--- src/rtl/cprv_dmem_arbiter_if.sv ---
// -----------------------------------------------------------------------------
// cprv_dmem_arbiter_if
//   Bundles every handshake and bus signal of the data-memory arbiter: the
//   fetch requester (if), the mem-stage requester (dm) and the shared memory
//   port (mem). Signal suffixes are written from the arbiter's point of view.
//
//   Modports:
//     slave  - the arbiter itself (takes requests, drives the memory port)
//     master - the surrounding system / testbench (drives requests, models
//              the memory)
//
//   Parameter:
//     DATA_WIDTH - address and data width of every port (default 64)
// -----------------------------------------------------------------------------
interface cprv_dmem_arbiter_if #(
    parameter int DATA_WIDTH = 64
) ();

    // Fetch requester (always a read)
    logic                  valid_if_i;
    logic                  ready_if_o;
    logic [DATA_WIDTH-1:0] addr_if_i;
    logic                  valid_if_rsp_o;
    logic                  ready_if_rsp_i;
    logic [DATA_WIDTH-1:0] rdata_if_o;

    // Mem-stage requester (load or store; stores also get a response)
    logic                  valid_dm_i;
    logic                  ready_dm_o;
    logic [DATA_WIDTH-1:0] addr_dm_i;
    logic [DATA_WIDTH-1:0] wdata_dm_i;
    logic                  w_en_dm_i;
    logic                  valid_dm_rsp_o;
    logic                  ready_dm_rsp_i;
    logic [DATA_WIDTH-1:0] rdata_dm_o;

    // Shared memory port
    logic                  valid_mem_o;
    logic                  ready_mem_i;
    logic [DATA_WIDTH-1:0] addr_mem_o;
    logic [DATA_WIDTH-1:0] wdata_mem_o;
    logic                  w_en_mem_o;
    logic                  valid_mem_rsp_i;
    logic                  ready_mem_rsp_o;
    logic [DATA_WIDTH-1:0] rdata_mem_i;

    modport slave (
        input  valid_if_i, addr_if_i, ready_if_rsp_i,
        input  valid_dm_i, addr_dm_i, wdata_dm_i, w_en_dm_i, ready_dm_rsp_i,
        input  ready_mem_i, valid_mem_rsp_i, rdata_mem_i,
        output ready_if_o, valid_if_rsp_o, rdata_if_o,
        output ready_dm_o, valid_dm_rsp_o, rdata_dm_o,
        output valid_mem_o, addr_mem_o, wdata_mem_o, w_en_mem_o, ready_mem_rsp_o
    );

    modport master (
        output valid_if_i, addr_if_i, ready_if_rsp_i,
        output valid_dm_i, addr_dm_i, wdata_dm_i, w_en_dm_i, ready_dm_rsp_i,
        output ready_mem_i, valid_mem_rsp_i, rdata_mem_i,
        input  ready_if_o, valid_if_rsp_o, rdata_if_o,
        input  ready_dm_o, valid_dm_rsp_o, rdata_dm_o,
        input  valid_mem_o, addr_mem_o, wdata_mem_o, w_en_mem_o, ready_mem_rsp_o
    );

endinterface : cprv_dmem_arbiter_if

--- src/rtl/cprv_dmem_arbiter.sv ---
// -----------------------------------------------------------------------------
// cprv_dmem_arbiter
//   Shares one memory port between the fetch stage and the mem stage with
//   exactly one transaction outstanding. FSM: IDLE -> ISSUE -> WAIT_RSP.
//   A requester is granted in IDLE (its ready pulses combinationally), its
//   request fields are latched, the request is presented to memory in ISSUE
//   until accepted, and the response is routed back to the owner in WAIT_RSP.
//
//   Ports:
//     clk - single clock, all state changes on posedge
//     rst - synchronous, active-high reset; all valid/ready outputs are held
//           low while it is asserted, and any in-flight transaction is dropped
//     bus - cprv_dmem_arbiter_if.slave (fetch, mem-stage and memory ports)
//
//   Parameter:
//     DATA_WIDTH - address/data width; must match the interface instance
//
//   Build option:
//     CPRV_DMEM_ARB_RR_EN - when defined, simultaneous requests are granted
//     round-robin (the requester not granted last wins). When undefined, the
//     mem stage always wins a tie and no last-grant state exists.
// -----------------------------------------------------------------------------
module cprv_dmem_arbiter #(
    parameter int DATA_WIDTH = 64
) (
    input  logic               clk,
    input  logic               rst,
    cprv_dmem_arbiter_if.slave bus
);

    typedef enum logic [1:0] {
        S_IDLE     = 2'd0,
        S_ISSUE    = 2'd1,
        S_WAIT_RSP = 2'd2
    } state_e;

    typedef enum logic {
        OWN_IF = 1'b0,
        OWN_DM = 1'b1
    } owner_e;

    state_e                state_q, state_d;
    owner_e                owner_q, owner_d;
    logic [DATA_WIDTH-1:0] addr_q,  addr_d;
    logic [DATA_WIDTH-1:0] wdata_q, wdata_d;
    logic                  w_en_q,  w_en_d;

    logic                  grant_if;
    logic                  grant_dm;
    logic                  rsp_hs;

    // Grants only exist in IDLE and never while reset is asserted, so the
    // ready outputs can be driven straight from them.
    logic                  can_grant;
    assign can_grant = (state_q == S_IDLE) && !rst;

`ifdef CPRV_DMEM_ARB_RR_EN
    owner_e last_q, last_d;

    always_comb begin
        grant_if = 1'b0;
        grant_dm = 1'b0;
        last_d   = last_q;
        if (can_grant) begin
            if (bus.valid_dm_i && bus.valid_if_i) begin
                // Tie: the requester that did not win last time goes first.
                grant_dm = (last_q == OWN_IF);
                grant_if = (last_q == OWN_DM);
            end else begin
                grant_dm = bus.valid_dm_i;
                grant_if = bus.valid_if_i;
            end
        end
        if (grant_dm) begin
            last_d = OWN_DM;
        end else if (grant_if) begin
            last_d = OWN_IF;
        end
    end

    always_ff @(posedge clk) begin
        if (rst) begin
            last_q <= OWN_IF;
        end else begin
            last_q <= last_d;
        end
    end
`else
    // Fixed priority: the mem stage always wins a tie.
    always_comb begin
        grant_dm = can_grant && bus.valid_dm_i;
        grant_if = can_grant && bus.valid_if_i && !bus.valid_dm_i;
    end
`endif

    // Response handshake as seen on the memory side.
    assign rsp_hs = bus.valid_mem_rsp_i && bus.ready_mem_rsp_o;

    // -------------------------------------------------------------------------
    // State register and latched request fields
    // -------------------------------------------------------------------------
    always_ff @(posedge clk) begin
        // NOTE: sequential state uses non-blocking assignments so every
        // register samples the pre-edge values, independent of statement order.
        if (rst) begin
            state_q <= S_IDLE;
            owner_q <= OWN_IF;
            // NOTE: these wide datapath registers are reset only because they
            // are directly visible on addr/wdata_mem_o; pure storage that is
            // always written before being read would normally skip reset.
            addr_q  <= '0;
            wdata_q <= '0;
            w_en_q  <= 1'b0;
        end else begin
            state_q <= state_d;
            owner_q <= owner_d;
            addr_q  <= addr_d;
            wdata_q <= wdata_d;
            w_en_q  <= w_en_d;
        end
    end

    // -------------------------------------------------------------------------
    // Next-state logic
    // -------------------------------------------------------------------------
    always_comb begin
        // NOTE: every output of a combinational block gets a default first;
        // a path that leaves one unassigned would infer a latch.
        state_d = state_q;
        owner_d = owner_q;
        addr_d  = addr_q;
        wdata_d = wdata_q;
        w_en_d  = w_en_q;

        unique case (state_q)
            S_IDLE: begin
                if (grant_dm) begin
                    state_d = S_ISSUE;
                    owner_d = OWN_DM;
                    addr_d  = bus.addr_dm_i;
                    wdata_d = bus.wdata_dm_i;
                    w_en_d  = bus.w_en_dm_i;
                end else if (grant_if) begin
                    state_d = S_ISSUE;
                    owner_d = OWN_IF;
                    addr_d  = bus.addr_if_i;
                    wdata_d = '0;
                    w_en_d  = 1'b0;          // fetch is always a read
                end
            end
            S_ISSUE: begin
                if (bus.ready_mem_i) begin
                    state_d = S_WAIT_RSP;
                end
            end
            S_WAIT_RSP: begin
                if (rsp_hs) begin
                    state_d = S_IDLE;
                end
            end
            default: state_d = S_IDLE;
        endcase
    end

    // -------------------------------------------------------------------------
    // Outputs
    // -------------------------------------------------------------------------
    always_comb begin
        bus.ready_if_o      = grant_if;
        bus.ready_dm_o      = grant_dm;

        bus.valid_mem_o     = (state_q == S_ISSUE) && !rst;
        bus.addr_mem_o      = addr_q;
        bus.wdata_mem_o     = wdata_q;
        bus.w_en_mem_o      = w_en_q;

        bus.valid_if_rsp_o  = 1'b0;
        bus.valid_dm_rsp_o  = 1'b0;
        bus.ready_mem_rsp_o = 1'b0;
        // Outside WAIT_RSP the memory response is refused, so a response that
        // arrives after a reset abandoned its transaction is simply dropped.
        if ((state_q == S_WAIT_RSP) && !rst) begin
            if (owner_q == OWN_DM) begin
                bus.valid_dm_rsp_o  = bus.valid_mem_rsp_i;
                bus.ready_mem_rsp_o = bus.ready_dm_rsp_i;
            end else begin
                bus.valid_if_rsp_o  = bus.valid_mem_rsp_i;
                bus.ready_mem_rsp_o = bus.ready_if_rsp_i;
            end
        end

        // Read data is broadcast; consumers qualify it with their valid.
        bus.rdata_if_o      = bus.rdata_mem_i;
        bus.rdata_dm_o      = bus.rdata_mem_i;
    end

endmodule : cprv_dmem_arbiter

--- src/flat_wrapper.sv ---
// flat-port wrapper written by rule: the top's interface ports become plain ports
module cprv_dmem_arbiter_flat 
#(
    parameter int DATA_WIDTH = 64
)
  (clk, rst, bus_valid_if_i, bus_addr_if_i, bus_ready_if_rsp_i, bus_valid_dm_i, bus_addr_dm_i, bus_wdata_dm_i, bus_w_en_dm_i, bus_ready_dm_rsp_i, bus_ready_mem_i, bus_valid_mem_rsp_i, bus_rdata_mem_i, bus_ready_if_o, bus_valid_if_rsp_o, bus_rdata_if_o, bus_ready_dm_o, bus_valid_dm_rsp_o, bus_rdata_dm_o, bus_valid_mem_o, bus_addr_mem_o, bus_wdata_mem_o, bus_w_en_mem_o, bus_ready_mem_rsp_o);
  cprv_dmem_arbiter_if #(.DATA_WIDTH(DATA_WIDTH)) bus_i ();
  input  logic clk;
  input  logic rst;
  input wire logic [$bits(bus_i.valid_if_i)-1:0] bus_valid_if_i;
  input wire logic [$bits(bus_i.addr_if_i)-1:0] bus_addr_if_i;
  input wire logic [$bits(bus_i.ready_if_rsp_i)-1:0] bus_ready_if_rsp_i;
  input wire logic [$bits(bus_i.valid_dm_i)-1:0] bus_valid_dm_i;
  input wire logic [$bits(bus_i.addr_dm_i)-1:0] bus_addr_dm_i;
  input wire logic [$bits(bus_i.wdata_dm_i)-1:0] bus_wdata_dm_i;
  input wire logic [$bits(bus_i.w_en_dm_i)-1:0] bus_w_en_dm_i;
  input wire logic [$bits(bus_i.ready_dm_rsp_i)-1:0] bus_ready_dm_rsp_i;
  input wire logic [$bits(bus_i.ready_mem_i)-1:0] bus_ready_mem_i;
  input wire logic [$bits(bus_i.valid_mem_rsp_i)-1:0] bus_valid_mem_rsp_i;
  input wire logic [$bits(bus_i.rdata_mem_i)-1:0] bus_rdata_mem_i;
  output wire logic [$bits(bus_i.ready_if_o)-1:0] bus_ready_if_o;
  output wire logic [$bits(bus_i.valid_if_rsp_o)-1:0] bus_valid_if_rsp_o;
  output wire logic [$bits(bus_i.rdata_if_o)-1:0] bus_rdata_if_o;
  output wire logic [$bits(bus_i.ready_dm_o)-1:0] bus_ready_dm_o;
  output wire logic [$bits(bus_i.valid_dm_rsp_o)-1:0] bus_valid_dm_rsp_o;
  output wire logic [$bits(bus_i.rdata_dm_o)-1:0] bus_rdata_dm_o;
  output wire logic [$bits(bus_i.valid_mem_o)-1:0] bus_valid_mem_o;
  output wire logic [$bits(bus_i.addr_mem_o)-1:0] bus_addr_mem_o;
  output wire logic [$bits(bus_i.wdata_mem_o)-1:0] bus_wdata_mem_o;
  output wire logic [$bits(bus_i.w_en_mem_o)-1:0] bus_w_en_mem_o;
  output wire logic [$bits(bus_i.ready_mem_rsp_o)-1:0] bus_ready_mem_rsp_o;
  assign bus_i.valid_if_i = bus_valid_if_i;
  assign bus_i.addr_if_i = bus_addr_if_i;
  assign bus_i.ready_if_rsp_i = bus_ready_if_rsp_i;
  assign bus_i.valid_dm_i = bus_valid_dm_i;
  assign bus_i.addr_dm_i = bus_addr_dm_i;
  assign bus_i.wdata_dm_i = bus_wdata_dm_i;
  assign bus_i.w_en_dm_i = bus_w_en_dm_i;
  assign bus_i.ready_dm_rsp_i = bus_ready_dm_rsp_i;
  assign bus_i.ready_mem_i = bus_ready_mem_i;
  assign bus_i.valid_mem_rsp_i = bus_valid_mem_rsp_i;
  assign bus_i.rdata_mem_i = bus_rdata_mem_i;
  assign bus_ready_if_o = bus_i.ready_if_o;
  assign bus_valid_if_rsp_o = bus_i.valid_if_rsp_o;
  assign bus_rdata_if_o = bus_i.rdata_if_o;
  assign bus_ready_dm_o = bus_i.ready_dm_o;
  assign bus_valid_dm_rsp_o = bus_i.valid_dm_rsp_o;
  assign bus_rdata_dm_o = bus_i.rdata_dm_o;
  assign bus_valid_mem_o = bus_i.valid_mem_o;
  assign bus_addr_mem_o = bus_i.addr_mem_o;
  assign bus_wdata_mem_o = bus_i.wdata_mem_o;
  assign bus_w_en_mem_o = bus_i.w_en_mem_o;
  assign bus_ready_mem_rsp_o = bus_i.ready_mem_rsp_o;
  cprv_dmem_arbiter #(.DATA_WIDTH(DATA_WIDTH)) u_core (.clk(clk), .rst(rst), .bus(bus_i));
endmodule
--- config.mk ---
export PLATFORM = sky130hd
export DESIGN_NAME = cprv_dmem_arbiter_flat
export DESIGN_NICKNAME = d
export VERILOG_FILES = /design/src/rtl/cprv_dmem_arbiter_if.sv /design/src/rtl/cprv_dmem_arbiter.sv /design/src/flat_wrapper.sv
export SDC_FILE = /design/constraint.sdc
export NUM_CORES = 1
export LEC_CHECK = 0
export BUFFER_PORTS_ARGS = -buffer_cell sky130_fd_sc_hd__buf_2
export CAP_MARGIN = 25
export CELL_PAD_IN_SITES_DETAIL_PLACEMENT = 0
export CELL_PAD_IN_SITES_GLOBAL_PLACEMENT = 2
export CORE_AREA = 2 2 203 205
export DETAILED_ROUTE_END_ITERATION = 16
export DIE_AREA = 0 0 205 207
export PLACE_DENSITY = 0.81
export SLEW_MARGIN = 25
export SYNTH_ARGS = -nofsm -noshare
export SYNTH_HDL_FRONTEND = slang
export SYNTH_SLANG_ARGS = --single-unit
--- constraint.sdc ---
create_clock -name clk -period 2.1 [get_ports clk]
set_input_delay 0.21 -clock clk [delete_from_list [all_inputs] [get_ports clk]]
set_output_delay 0.21 -clock clk [all_outputs]
set_load 0.005 [all_outputs]
==> impl_metrics.yaml <==
place:
  placed_area_um2: 7964
  place_congestion: 0.7224
  place_inst: 1493
  place_hpwl_um: 15950
  port_buffers: 335
synth:
  synth_cell_types: 24
  yosysTopAreaCell: "dfxtp_1"
  synth_top_cell_area_share_pct: 39.53
  synth_fp_nets: 1062
  syn-mean-instance-area_um2: 8.388
  yosysMostFrequentCell: "nand2_1"
  syn_area_um2: 6685
  synth_common_cells: "193 x nand2_1, 132 x dfxtp_1, 130 x buf_4"
  async_flop_share_pct: 0
  synthTopCellsByArea: "dfxtp_1 40%, buf_4 15%, a311oi_2 14%"
  synthCells: 797
  ys.warnings.count: 0
  ys_seq_elements: 132
  synth-seq-area-share_pct: 39.53
  synth_edf_count: 0
  synth-main-ff-cell: "dfxtp_1"
timing:
  fin_worst_skew_ps: 11.91
  slew_violations: 0
  period_share_pct: 94.80
  hold_viol: 0
  finalSetupTns_ps: 0
  hold_ws_ps: 35.59
  grt_setup_unrepaired: "false"
  max_freq_mhz: 502.3
  worst_slew_pin_slew_ps: 842.7
  worst_slew_margin_rel_pct: 43.82
  finalCriticalPeriod_ps: 1991
  finalSetupViolations: 0
die:
  die_w_um: 205
  core_um2: 40370
  ios: 528
  start_util_pct: 16.56
  dieArea_um2: 42440
  num_rows: 74
  die_h_um: 207
critical_path:
  crit_slowest_cell: "or4b_4"
  path_cells: "buf_4, or4b_4, nor2_1, buf_2"
  crit_fanout: 7
  startpoint: "u_core.state_q[0]$_SDFFE_PP0P_"
  crit_buf_inv: 2
  crit_type: "reg -> out"
  crit_family: "simple AND/OR/NAND/NOR gates"
  cp.arrival_ps: 1780
  end_kind: "primary output"
  worstPathRequired_ps: 1890
  critPathMaxStageDelay_ps: 600
  r2r-start: "u_core.state_q[0]$_SDFFE_PP0P_"
  cp-start-kind: "register"
run_status:
  status: "complete, no violations"
routing:
  drc_errors: 0
  ant_nets: 0
  routed_wl_um: 22610
  wire_per_inst_um: 14.33
  drt-initial-drc-count: 338
  viasPerCell: 3.933
  vias: 6207
  firstDrtPassIters: 6
clock_network:
  cts_tree: "built"
  cts.sinks: 132
  max-clock-path-buffers: 2
  clk_pin_slew_ps: 70
  h-tree-depth: 4
  cts_root_buf: "clkbuf_16"
  clock_latency_ps: 430
  cts_made_buffers: 17
layout:
  area_delta_synth_final_pct: 35.92
  diodes: 0
  stdcell_area_um2: 9086
  final_cells: 1578
  fin_nets: 1298
  drive_above_1_share_pct: 43.88
  fillerInstances: 4519
global_route:
  grt_pass1_vias: 6170
  grt_pass1_wl_um: 33580
  globalRouteOverflowTotal: 0
  track_usage_pct: 10.22
  grt_max_degree: 80
  antenna_found_initial: 0
worst_hold_path:
  hp-start: "bus_ready_mem_i"
  hold_path_class: "in -> reg"
power:
  power_density_nw_per_um2: 766.3
  p_leak_uw: 0.003875
  ir_drop_mv: 0.4522
job:
  drv_cap: 0
## flip-flops by register name (all words and copies together), names as in the netlist
register                count
u_core.state_q              2
u_core.bus.wdata_mem_o     64
u_core.owner_q              1
u_core.bus.w_en_mem_o       1
u_core.bus.addr_mem_o      64
## area by class of cell
class | instances | area [um^2] | share of cell area (%)
Clock buffer | 18 | 439.2 | 4.833
Tap cell | 532 | 665.6 | 7.326
Sequential cell | 132 | 2643 | 29.08
Inverter | 3 | 11.26 | 0.1239
Clock inverter | 14 | 151.4 | 1.666
Timing Repair Buffer | 411 | 2462 | 27.10
Multi-Input combinational cell | 468 | 2714 | 29.87
## metal layers
| layer | vias to the layer above | wire length, um | track usage, % |
|---|---|---|---|
| li1 | 3032 | - | - |
| met1 | 2837 | 9086 | 11.24 |
| met2 | 288 | 10700 | 17.07 |
| met3 | 50 | 2115 | 4.106 |
| met4 | 0 | 704 | 4.862 |
| met5 | - | 0 | 0 |
## what timing repair did
| action | 4_1_cts | 5_1_grt |
|---|---|---|
| hold buffers | 52 | 0 |
| setup buffers | 1 | 0 |
| setup endpoints to repair | 1 | 2 |
| endpoints found under the hold margin | 53 | 0 |
| pin swaps | 1 | 1 |
| gates resized for setup | 0 | 1 |
## worst reg2reg max path: cells and delay by family (launching register included)
| family | cells | cell delay, ps |
|---|---|---|
| buffers and inverters | 2 | 470 |
| AND/OR/NAND/NOR | 2 | 920 |
| AO/OA/AOI/OAI | 1 | 60 |
| flip-flops | 1 | 310 |
## final timing paths
kind | end | slack (ps) | cells past startpoint
setup / recovery | bus_ready_if_o | 110 | 4
hold / removal | u_core.state_q[0]$_SDFFE_PP0P_ | 40 | 2
setup reg to reg | u_core.bus.addr_mem_o[3]$_SDFFE_PP0P_ | 180 | 5
hold reg to reg | u_core.bus.wdata_mem_o[48]$_SDFFE_PP0P_ | 460 | 2
## logic make-up after synthesis
kind of cell / count (synthesis) / share of synthesized area (%)
muxes: 1 / 0.1497
and+or+nand+nor: 334 / 20.57
buffers and inverters: 197 / 20.12
AOI/OAI and AO/OA: 133 / 19.63
DFF: 132 / 39.53
## power breakdown
part | switching [uW] | total, uW | internal (uW)
Clock | 1250 | 3040 | 1790
Combinational | 589 | 1150 | 560
Sequential | 91.0 | 2770 | 2680
## cells in the final DEF, fill, tap and decap left out, drive strengths merged
cell type / n
clkbuf: 18
dfxtp: 132
nand3: 65
mux2i: 1
nor3b: 1
nand3b: 1
nand2b: 1
nor2b: 1
o21ai: 1
inv: 6
bufinv: 2
nand2: 193
nor4b: 1
dlygate4sd3: 52
clkinvlp: 5
clkinv: 4
a311oi: 64
nor3: 3
or4b: 2
a21oi: 66
buf: 359
o31ai: 1
a2111oi: 1
nor2: 66
## per-stage QoR
step	util, %	setup slack [ps]	total power (uW)
floorplan	-	460.7	3587
global placement	19.73	329.2	3906
detailed placement	19.73	306.7	3912
CTS	22.50	22.26	7126
global route	22.51	11.68	7323
finish	22.51	109.3	6963
No activity file was read; power rests on OpenSTA's default activity.
